===== config.mk =====
export PLATFORM = sky130hd
export DESIGN_NAME = reg_port_sched
export DESIGN_NICKNAME = d
export VERILOG_FILES = /design/src/rtl/reg_port_sched.sv
export SDC_FILE = /design/constraint.sdc
export NUM_CORES = 1
export LEC_CHECK = 0
export BUFFER_PORTS_ARGS = -buffer_cell sky130_fd_sc_hd__buf_2
export CAP_MARGIN = 20
export CORE_MARGIN = 5
export CORE_UTILIZATION = 55
export CTS_CLUSTER_DIAMETER = 100
export CTS_CLUSTER_SIZE = 12
export DETAILED_ROUTE_END_ITERATION = 12
export HOLD_SLACK_MARGIN = 0.15
export PLACE_DENSITY = 0.79
export SLEW_MARGIN = 20
export SYNTH_ARGS = -nofsm -noshare
export SYNTH_HDL_FRONTEND = slang
export SYNTH_SLANG_ARGS = --single-unit

===== constraint.sdc =====
create_clock -name clk_i -period 5.4 [get_ports clk_i]
set_clock_uncertainty 0.2 [all_clocks]
set_input_delay 0.81 -clock clk_i [delete_from_list [all_inputs] [get_ports clk_i]]
set_output_delay 0.81 -clock clk_i [all_outputs]
set_load 0.05 [all_outputs]

===== src/rtl/reg_port_sched.sv =====
// Register-file port scheduler: shares both RF ports between operand reads and writeback FIFO drains.
// Optional macro REG_PORT_SCHED_BYPASS_EN forwards pending FIFO data to reads instead of stalling them.
module reg_port_sched #(
  parameter int WB_DEPTH   = 4,
  parameter int STARVE_MAX = 4
) (
  input  logic                        clk_i,
  input  logic                        rst_ni,
  input  logic                        rd_req_valid_i,
  output logic                        rd_req_ready_o,
  input  logic [4:0]                  rs1_addr_i,
  input  logic [4:0]                  rs2_addr_i,
  output logic                        rd_rsp_valid_o,
  output logic [31:0]                 rs1_data_o,
  output logic [31:0]                 rs2_data_o,
  input  logic                        wb_valid_i,
  output logic                        wb_ready_o,
  input  logic [4:0]                  wb_addr_i,
  input  logic [31:0]                 wb_data_i,
  output logic                        rf_rw1_o,
  output logic                        rf_rw2_o,
  output logic [4:0]                  rf_addr1_o,
  output logic [4:0]                  rf_addr2_o,
  output logic [31:0]                 rf_data1_o,
  output logic [31:0]                 rf_data2_o,
  input  logic [31:0]                 rf_data1_i,
  input  logic [31:0]                 rf_data2_i,
  output logic [$clog2(WB_DEPTH):0]   wb_count_o
);

  localparam int PW = $clog2(WB_DEPTH);
  localparam int CW = PW + 1;
  localparam int SW = 4;

  typedef enum logic [1:0] {
    M_IDLE,
    M_READ,
    M_DRAIN,
    M_FORCED
  } mode_e;

  logic [4:0]    fifo_addr [WB_DEPTH];
  logic [31:0]   fifo_data [WB_DEPTH];
  logic [PW-1:0] rd_ptr;
  logic [PW-1:0] wr_ptr;
  logic [CW-1:0] count;
  logic [SW-1:0] starve;

  logic          vld_p1;
  logic [31:0]   rs1_data_p1;
  logic [31:0]   rs2_data_p1;

  mode_e         mode;
  logic          hit1, hit2;
  logic [31:0]   fwd1, fwd2;
  logic [PW-1:0] idx;
  logic          rd_block;
  logic          drain;
  logic          two_avail;
  logic [1:0]    pop_n;
  logic          push;
  logic [31:0]   op1_p0, op2_p0;
  logic [PW-1:0] next_idx;

  function automatic logic [SW-1:0] sat_inc(input logic [SW-1:0] v);
    if (v >= SW'(STARVE_MAX)) return SW'(STARVE_MAX);
    return v + SW'(1);
  endfunction

  // Youngest matching entry wins because later slots overwrite earlier hits.
  always_comb begin
    hit1 = 1'b0;
    hit2 = 1'b0;
    fwd1 = '0;
    fwd2 = '0;
    idx  = '0;
    for (int i = 0; i < WB_DEPTH; i++) begin
      idx = rd_ptr + PW'(i);
      if (CW'(i) < count) begin
        if (fifo_addr[idx] == rs1_addr_i) begin
          hit1 = 1'b1;
          fwd1 = fifo_data[idx];
        end
        if (fifo_addr[idx] == rs2_addr_i) begin
          hit2 = 1'b1;
          fwd2 = fifo_data[idx];
        end
      end
    end
  end

`ifdef REG_PORT_SCHED_BYPASS_EN
  assign rd_block = 1'b0;
  assign op1_p0   = (rs1_addr_i == 5'd0) ? 32'd0 : (hit1 ? fwd1 : rf_data1_i);
  assign op2_p0   = (rs2_addr_i == 5'd0) ? 32'd0 : (hit2 ? fwd2 : rf_data2_i);
`else
  // A read that would see stale RF data yields to a drain instead.
  assign rd_block = rd_req_valid_i &&
                    (((rs1_addr_i != 5'd0) && hit1) || ((rs2_addr_i != 5'd0) && hit2));
  assign op1_p0   = (rs1_addr_i == 5'd0) ? 32'd0 : rf_data1_i;
  assign op2_p0   = (rs2_addr_i == 5'd0) ? 32'd0 : rf_data2_i;
  logic unused_fwd;
  assign unused_fwd = ^{fwd1, fwd2};
`endif

  always_comb begin
    mode = M_IDLE;
    if ((count == CW'(WB_DEPTH)) || (starve == SW'(STARVE_MAX))) mode = M_FORCED;
    else if (rd_req_valid_i && !rd_block)                         mode = M_READ;
    else if (count != '0)                                          mode = M_DRAIN;
  end

  assign drain     = (mode == M_DRAIN) || (mode == M_FORCED);
  assign two_avail = (count > CW'(1));
  assign pop_n     = !drain ? 2'd0 : (two_avail ? 2'd2 : ((count != '0) ? 2'd1 : 2'd0));
  assign next_idx  = rd_ptr + PW'(1);

  assign wb_ready_o     = (count < CW'(WB_DEPTH));
  assign rd_req_ready_o = (mode == M_READ);
  assign push           = wb_valid_i && wb_ready_o && (wb_addr_i != 5'd0);

  // Port drive is forced quiet while reset is held so nothing reaches the RF.
  always_comb begin
    rf_rw1_o   = 1'b0;
    rf_rw2_o   = 1'b0;
    rf_addr1_o = '0;
    rf_addr2_o = '0;
    rf_data1_o = '0;
    rf_data2_o = '0;
    if (rst_ni) begin
      if (mode == M_READ) begin
        rf_addr1_o = rs1_addr_i;
        rf_addr2_o = rs2_addr_i;
      end else if (drain && (count != '0)) begin
        rf_rw1_o   = 1'b1;
        rf_addr1_o = fifo_addr[rd_ptr];
        rf_data1_o = fifo_data[rd_ptr];
        if (two_avail) begin
          rf_rw2_o   = 1'b1;
          rf_addr2_o = fifo_addr[next_idx];
          rf_data2_o = fifo_data[next_idx];
        end
      end
    end
  end

  // Stage p0 -> p1: FIFO/control update and read response capture.
  always_ff @(posedge clk_i or negedge rst_ni) begin
    if (!rst_ni) begin
      rd_ptr      <= '0;
      wr_ptr      <= '0;
      count       <= '0;
      starve      <= '0;
      vld_p1      <= 1'b0;
      rs1_data_p1 <= '0;
      rs2_data_p1 <= '0;
      for (int i = 0; i < WB_DEPTH; i++) begin
        fifo_addr[i] <= '0;
        fifo_data[i] <= '0;
      end
    end else begin
      if (push) begin
        fifo_addr[wr_ptr] <= wb_addr_i;
        fifo_data[wr_ptr] <= wb_data_i;
        wr_ptr            <= wr_ptr + PW'(1);
      end
      rd_ptr <= rd_ptr + PW'(pop_n);
      count  <= count + CW'(push) - CW'(pop_n);

      if (drain || (count == '0)) starve <= '0;
      else if (mode == M_READ)    starve <= sat_inc(starve);

      vld_p1 <= (mode == M_READ);
      if (mode == M_READ) begin
        rs1_data_p1 <= op1_p0;
        rs2_data_p1 <= op2_p0;
      end
    end
  end

  assign rd_rsp_valid_o = vld_p1;
  assign rs1_data_o     = rs1_data_p1;
  assign rs2_data_o     = rs2_data_p1;
  assign wb_count_o     = count;

endmodule

==> results.json, run 1 <==
{
  "vias_per_cell": 5.88,
  "final-setup-viol-count": 0,
  "grt_max_degree": 72,
  "grt.total_usage_pct": 23.8,
  "syn_area_sq_um": 12600,
  "ant_nets": 0,
  "seq_area_frac_synth_pct": 44.3,
  "reg2regPathDepth": 15,
  "boundaryPins": 261,
  "cp_num_buf_inv": 4,
  "crit_required_ns": 4.39,
  "cts_buffers": 22,
  "critPathKind": "reg -> out",
  "cp_common_cell": "buf_4",
  "grt_pass1_wl_um": 50200,
  "synth_flop_cell": "dfrtp_1",
  "fp.dieH_um": 162,
  "drt-total-wl_um": 31300,
  "hold_path_depth": 2,
  "start_kind": "flop",
  "post_drt_wl_per_cell_um": 21.0,
  "clock.fmax_ghz": 0.193,
  "place_inst": 1457,
  "vias": 8756,
  "ctsResizeCount": 0,
  "synthTopCellsByArea": "dfrtp_1 (44%), mux2_2 (13%), mux4_2 (12%)",
  "drv_cap": 0,
  "drive_gt1_share_pct": 46.6,
  "portBuffers": 260,
  "drc_errors": 0,
  "synth_area_leader_cell": "dfrtp_1",
  "crit_path_end_kind": "output port",
  "gp_congestion": 0.926,
  "hp-class": "reg -> reg",
  "drtIter0Drc": 542,
  "crit_arrival_ns": 4.18,
  "synth_edf_count": 0,
  "cts_tree": "done",
  "syn_avg_cell_area_sq_um": 13.0,
  "fp.coreArea_sq_um": 22600,
  "synth_top_area_share_pct": 44.3,
  "slew_headroom_pct": 30.8,
  "clk_pin_slew_worst_paths_ns": 0.06,
  "final_cell_mix": "buf_2 (259), dfrtp_1 (222), mux2_2 (150)",
  "die_area_sq_um": 26100,
  "slew_violations": 0,
  "ys_ff_latch": 224,
  "status": "finished, final reports clean",
  "first_pass_iters": 4,
  "fin_tns_setup_ns": 0,
  "htreeDepth": 1,
  "cp_slowest_cell": "dfrtp_4",
  "final_common_cell": "buf_2",
  "floorplan.initialDensity_pct": 55.8,
  "layout_min_cycle_time_ns": 5.19,
  "cp.depth": 12,
  "path_cells": "mux2i_1 > mux2i_2 > xor2_1 > nor4_1 > a31oi_1 > a21boi_2 > nor4_4 > buf_12 > buf_4 > buf_4 > nor3b_1 > buf_2",
  "tightest_slew_ns": 1.03,
  "slowest_delay_ns": 0.79,
  "dp.final_hpwl_um": 21400,
  "fin_crit_sh_pct": 96.2,
  "async_flop_share_pct": 100,
  "synth_cell_types": 48,
  "synth_nets": 1093,
  "critical_path.max_fanout": 37,
  "hold_violations": 0,
  "antenna_found_initial": 4,
  "fin_nets": 1326,
  "ys_warn_count": 0,
  "cts.sinks": 224,
  "rsz0062_at_grt": "false",
  "row_count": 55,
  "grt.overflow.total": 0,
  "root_buffer": "clkbuf_16",
  "synth_cells": 969,
  "grt_pass1_vias": 9170,
  "die-width_um": 162,
  "syn_to_final_growth_pct": 15.9,
  "clk_latency_ns": 0.50,
  "critPathTopFamily": "simple AND/OR/NAND/NOR gates",
  "stdcell_count": 1490,
  "clockBufferDepth": 3
}
-- what timing repair did --
action | in CTS | in global routing
endpoints found under the setup margin | 0 | 10
hold buffers | 1 | 0
buffers inserted | 0 | 4
hold endpoints to repair | 47 | 0
-- cell usage after synthesis (2+ instances only) --
master,n
dfrtp_1,224
mux2_2,150
nand2_1,95
mux2i_1,94
inv_1,72
mux4_2,70
clkbuf_1,46
nor3b_1,46
xnor2_1,33
nor3b_2,18
xor2_1,16
buf_6,12
nor2_1,11
buf_12,9
ha_1,8
nor3_1,8
buf_2,6
mux4_1,5
nand4_1,4
a31oi_1,3
mux2i_2,3
a21oi_1,2
and4_1,2
nand2b_1,2
nor4_1,2
o21ai_0,2
o22ai_1,2
o311a_1,2
or2_2,2
or3_1,2
-- flip-flops by register name, summed over array words and instances, names as in the netlist --
name	count
fifo_data	128
rs1_data_o	32
rs2_data_o	32
fifo_addr	20
starve	4
wb_count_o	3
rd_ptr	2
wr_ptr	2
rd_rsp_valid_o	1
-- through the flow --
stage	util (%)	instance area (sq um)	worst slack (ns)	hold slack, ns
2_1_floorplan	-	12600	0.930	0.292
3_3_place_gp	61.5	13900	0.705	0.302
3_5_place_dp	61.6	14000	0.669	0.306
4_1_cts	64.4	14600	0.123	0.316
5_1_grt	64.7	14700	0.0722	0.340
6_report	64.7	14700	0.208	0.312
-- layer usage --
metal / share of wire, % / track usage (%) / wire, um
met4: 2.2 / 6.23 / 689
met2: 48 / 40.0 / 15100
met5: 0.070 / 1.14 / 22
met3: 7.2 / 4.77 / 2270
met1: 42 / 31.8 / 13200
-- worst paths after layout --
check                                    start              to  slack (ns)
worst max register to register       rd_ptr[1]   wb_count_o[2]        0.95
max in group asynchronous               rst_ni   fifo_data[54]        3.11
worst max-delay path                 rd_ptr[1]  rf_data2_o[27]        0.21
worst min register to register  rs2_data_o[25]  rs2_data_o[25]        0.31
worst min-delay path            rs2_data_o[25]  rs2_data_o[25]        0.31
min in group asynchronous               rst_ni   fifo_data[64]        0.65
-- logic make-up (layout without fill, tap and decap cells) --
group           count (synthesis)  in the layout  synth area share, %
compound gates                 19             19                 1.13
buf+inv                       147            382                 6.38
simple gates                  198            198                 9.14
mux                           322            322                 34.6
xor+xnor                       49             49                 3.39
fa+ha+maj                       9              9                0.950
other cells                     1              2               0.0297
flops                         224            224                 44.3
-- cell type report --
| type | instances | area [sq um] |
|---|---|---|
| Timing Repair Buffer | 284 | 1550 |
| Fill cell | 1714 | 7990 |
| Sequential cell | 224 | 5610 |
| Inverter | 72 | 270 |
| Multi-Input combinational cell | 598 | 6250 |
| Clock inverter | 1 | 30.0 |
| Clock buffer | 25 | 583 |
| Tap cell | 285 | 357 |
| Antenna cell | 1 | 2.50 |
-- worst register-to-register path: stages, from the launching register on --
cell and delay [ns]:
dfrtp_4 0.79, mux2i_1 0.42, mux2i_2 0.19, xor2_1 0.18, nor4_1 0.39, a31oi_1 0.17, a21boi_2 0.30, nor4_4 0.10
buf_4 0.16, buf_4 0.16, or2_2 0.29, ha_1 0.27, inv_1 0.04, fa_1 0.37, xnor2_1 0.20, xnor2_1 0.14
Power of run 1 is not shown: default switching activity piles up to over one toggle a cycle in this logic, so the estimate is an artifact.
==> run 2, diff against run 1 <==
--- a/config.mk
+++ b/config.mk
@@ -12,6 +12,7 @@
 export CTS_CLUSTER_DIAMETER = 100
 export CTS_CLUSTER_SIZE = 12
 export DETAILED_ROUTE_END_ITERATION = 12
+export GPL_TIMING_DRIVEN = 0
 export HOLD_SLACK_MARGIN = 0.15
 export PLACE_DENSITY = 0.79
 export SLEW_MARGIN = 20
==> results.json, run 2 (synthesis gave the netlist of run 1 again) <==
{
  "first_pass_iters": 5,
  "crit_required_ns": 4.39,
  "pre_cts_slack_ns": 0.811,
  "ctsHoldBuffers": 1,
  "diodes": 0,
  "ant_nets": 0,
  "grt_max_degree": 85,
  "fp.dieH_um": 162,
  "hp-class": "reg -> reg",
  "portBuffers": 250,
  "fillers": 1724,
  "rsz0062_at_grt": "false",
  "placedInstanceArea_sq_um": 14300,
  "drv_cap": 0,
  "grt_pass1_wl_um": 52500,
  "fp.coreArea_sq_um": 22600,
  "drtIter0Drc": 541,
  "slew_headroom_pct": 35.8,
  "ctsResizeCount": 0,
  "vias": 8871,
  "boundaryPins": 261,
  "fin_crit_sh_pct": 94.2,
  "crit_path_end_kind": "output port",
  "clk_latency_ns": 0.52,
  "final-setup-viol-count": 0,
  "cp_slowest_cell": "dlygate4sd3_1",
  "cts_tree": "done",
  "postCtsSetupRepairBufs": 0,
  "drt-total-wl_um": 32900,
  "final_common_cell": "buf_2",
  "post_drt_wl_per_cell_um": 21.5,
  "multi_input_area_sq_um": 6230,
  "grt_pass1_vias": 9397,
  "antenna_found_initial": 4,
  "cts.sinks": 224,
  "critPathKind": "in -> out",
  "die-width_um": 162,
  "grt.total_usage_pct": 25.2,
  "top_register": "fifo_data",
  "root_buffer": "clkbuf_16",
  "cp_num_buf_inv": 6,
  "crit_arrival_ns": 4.08,
  "clk_pin_slew_worst_paths_ns": 0.06,
  "grt.overflow.total": 0,
  "htreeDepth": 1,
  "vias_per_cell": 5.79,
  "tightest_slew_ns": 0.963,
  "finalInstanceArea_sq_um": 14900,
  "regArea_sq_um": 5610,
  "setup_ws_ns": 0.314,
  "final_cell_mix": "buf_2 (255), dfrtp_1 (224), mux2_2 (150)",
  "critPathTopFamily": "buffers and inverters",
  "floorplan.initialDensity_pct": 55.8,
  "drive_gt1_share_pct": 44.1,
  "fin_nets": 1370,
  "path_cells": "dlygate4sd3_1 > buf_8 > buf_16 > buf_16 > nand2_1 > clkbuf_1 > nor3b_1 > buf_2",
  "die_area_sq_um": 26100,
  "drc_errors": 0,
  "slew_violations": 0,
  "dp.final_hpwl_um": 24200,
  "cts_buffers": 22,
  "clock.fmax_ghz": 0.197,
  "start_kind": "input pin",
  "hold_violations": 0,
  "status": "finished, final reports clean",
  "row_count": 55,
  "gp_congestion": 0.841,
  "slowest_delay_ns": 0.56,
  "critical_path.max_fanout": 84,
  "syn_to_final_growth_pct": 17.9,
  "layout_min_cycle_time_ns": 5.09,
  "clockBufferDepth": 3,
  "cp_common_cell": "buf_16",
  "largest_reg_flops": 128
}
[run 2: worst paths after layout]
kind | start | endpoint | slack, ns | cells after the start
hold reg to reg | rs1_data_o[20] | rs1_data_o[20] | 0.31 | 2
setup reg to reg | rd_ptr[0] | wb_count_o[2] | 1.31 | 15
max in group asynchronous | rst_ni | rs1_data_o[9] | 3.19 | 4
setup / recovery | rst_ni | rf_data1_o[26] | 0.31 | 8
hold / removal | rs1_data_o[20] | rs1_data_o[20] | 0.31 | 2
min in group asynchronous | rst_ni | fifo_data[83] | 0.63 | 2
[run 2: through the flow]
stage                     util, %  hold slack [ns]  std cells  setup TNS, ns
after floorplan                 -            0.292        969              0
after global placement       62.9            0.301       1504        -311.75
after detailed placement     63.2            0.306       1506              0
after CTS                    65.8            0.317       1532              0
after global routing         65.8            0.334       1532              0
final                        65.8            0.313       1532              0
[run 2: layer usage]
metal	global-route usage, %	up-vias	share of wire (%)
met5	0	-	0.14
met4	7.04	8	2.8
met3	5.51	62	7.6
met2	43.1	365	50
met1	32.6	4450	40
li1	-	3986	-
[run 2: area by class of cell]
class                           instances  share of cell area, %
Buffer                                 75                   3.60
Inverter                               72                   1.81
Tap cell                              285                   2.39
Multi-Input combinational cell        598                   41.8
Timing Repair Buffer                  253                   8.90
Clock buffer                           23                   3.72
Sequential cell                       224                   37.6
Clock inverter                          2                  0.143
[run 2: worst reg2reg max path, delay by kind of cell, from the launching register on]
family	cells	cell delay (ns)
xor gates and xnor gates	3	0.58
DFF	1	0.48
muxes	1	0.63
adders and majority gates	2	0.65
and+or+nand+nor	4	0.68
AOI/OAI and AO/OA	2	0.34
buffers and inverters	3	0.45
Power of run 2 is left out for the same reason.
==> run 3, diff against run 2 <==
--- a/config.mk
+++ b/config.mk
@@ -6,7 +6,6 @@
 export NUM_CORES = 1
 export LEC_CHECK = 0
 export BUFFER_PORTS_ARGS = -buffer_cell sky130_fd_sc_hd__buf_2
-export CAP_MARGIN = 20
 export CORE_MARGIN = 5
 export CORE_UTILIZATION = 55
 export CTS_CLUSTER_DIAMETER = 100
==> constraint.sdc (replaced) <==
create_clock -name clk_i -period 6.25 [get_ports clk_i]
set_clock_uncertainty 0.2 [all_clocks]
set_input_delay 0.9375 -clock clk_i [delete_from_list [all_inputs] [get_ports clk_i]]
set_output_delay 0.9375 -clock clk_i [all_outputs]
set_load 0.05 [all_outputs]
==> results.json, run 3 (synthesis gave the netlist of run 1 again) <==
{
  "largest_reg_flops": 128,
  "root_buffer": "clkbuf_16",
  "hold_violations": 0,
  "grt_pass1_vias": 9394,
  "fin_tns_setup_ns": 0,
  "crit_path_end_kind": "output port",
  "grt_max_degree": 85,
  "syn_to_final_growth_pct": 17.8,
  "clk_latency_ns": 0.52,
  "ctsResizeCount": 0,
  "critPathKind": "reg -> out",
  "ctsHoldBuffers": 0,
  "htreeDepth": 1,
  "final-setup-viol-count": 0,
  "clk_pin_slew_worst_paths_ns": 0.06,
  "post_drt_wl_per_cell_um": 21.5,
  "floorplan.initialDensity_pct": 55.8,
  "fp.coreArea_sq_um": 22600,
  "vias": 8855,
  "cts_tree": "done",
  "ant_nets": 0,
  "placedInstanceArea_sq_um": 14300,
  "postCtsSetupRepairBufs": 0,
  "final_cell_mix": "buf_2 (255), dfrtp_1 (224), mux2_2 (150)",
  "vias_per_cell": 5.78,
  "gp_congestion": 0.841,
  "rsz0062_at_grt": "false",
  "boundaryPins": 261,
  "final_common_cell": "buf_2",
  "setup_ws_ns": 1.20,
  "grt.total_usage_pct": 25.1,
  "drt-total-wl_um": 32900,
  "fp.dieH_um": 162,
  "fin_nets": 1369,
  "top_register": "fifo_data",
  "diodes": 0,
  "place_inst": 1506,
  "antenna_found_initial": 4,
  "row_count": 55,
  "clock.fmax_ghz": 0.198,
  "first_pass_iters": 4,
  "cts_buffers": 22,
  "finalInstanceArea_sq_um": 14900,
  "die_area_sq_um": 26100,
  "tightest_slew_ns": 0.960,
  "clockBufferDepth": 3,
  "stdcell_count": 1531,
  "crit_required_ns": 5.11,
  "portBuffers": 250,
  "die-width_um": 162,
  "drc_errors": 0,
  "grt.overflow.total": 0,
  "drv_cap": 0,
  "pre_cts_slack_ns": 1.41,
  "critical_path.max_fanout": 10,
  "fin_crit_sh_pct": 80.8,
  "start_kind": "flop",
  "drive_gt1_share_pct": 44.1,
  "grt_pass1_wl_um": 52500,
  "dp.final_hpwl_um": 24200,
  "cts.sinks": 224,
  "hp-class": "in -> async",
  "crit_arrival_ns": 3.91,
  "layout_min_cycle_time_ns": 5.05,
  "slew_violations": 0,
  "drtIter0Drc": 536,
  "status": "finished, final reports clean",
  "slew_headroom_pct": 36.0
}
==> run 3: area by class of cell <==
| type | instances | area [sq um] |
|---|---|---|
| well taps | 285 | 357 |
| clock inverters | 2 | 21.3 |
| repair buffers | 252 | 1320 |
| fillers | 1725 | 7750 |
| multi-input cells | 598 | 6230 |
| clock buffers | 23 | 554 |
| inverters | 72 | 270 |
| plain buffers | 75 | 537 |
| flip-flops and latches | 224 | 5610 |
==> run 3: critical path: stages (launching register included) <==
cell	delay, ns
dfrtp_1	0.47
buf_6	0.21
mux4_1	0.63
xnor2_1	0.26
nand4_1	0.12
nor3_1	0.19
a31oi_1	0.07
a21boi_2	0.27
nor4_4	0.09
buf_12	0.18
buf_6	0.16
nor3b_1	0.39
buf_2	0.35
==> run 3: per-layer routing <==
metal / vias to the layer above / part of all wire [%] / wire [um] / global-route usage (%)
met4: 8 / 2.8 / 929 / 7.04
met3: 62 / 7.5 / 2460 / 5.51
met2: 364 / 49 / 16300 / 43.1
li1: 3985 / - / - / -
met1: 4436 / 40 / 13200 / 32.6
met5: - / 0.14 / 47 / 0
==> run 3: per-stage QoR <==
stage	utilization [%]	hold slack, ns
4_1_cts	65.8	0.186
3_5_place_dp	63.2	0.306
6_report	65.8	0.169
5_1_grt	65.8	0.204
2_1_floorplan	-	0.292
3_3_place_gp	62.9	0.301
==> run 3: path summary, 6_finish.rpt <==
kind                                 from        endpoint  slack (ns)  cells past startpoint
min in group clk_i         rs1_data_o[20]  rs1_data_o[20]        0.31                      2
setup / recovery                rd_ptr[0]  rf_data2_o[31]        1.20                     12
hold / removal                     rst_ni   fifo_data[83]        0.17                      1
setup reg to reg                rd_ptr[0]   wb_count_o[2]        2.17                     15
max in group asynchronous          rst_ni   rs1_data_o[9]        4.50                      3
hold reg to reg            rs1_data_o[20]  rs1_data_o[20]        0.31                      2
Power of run 3 is left out for the same reason.
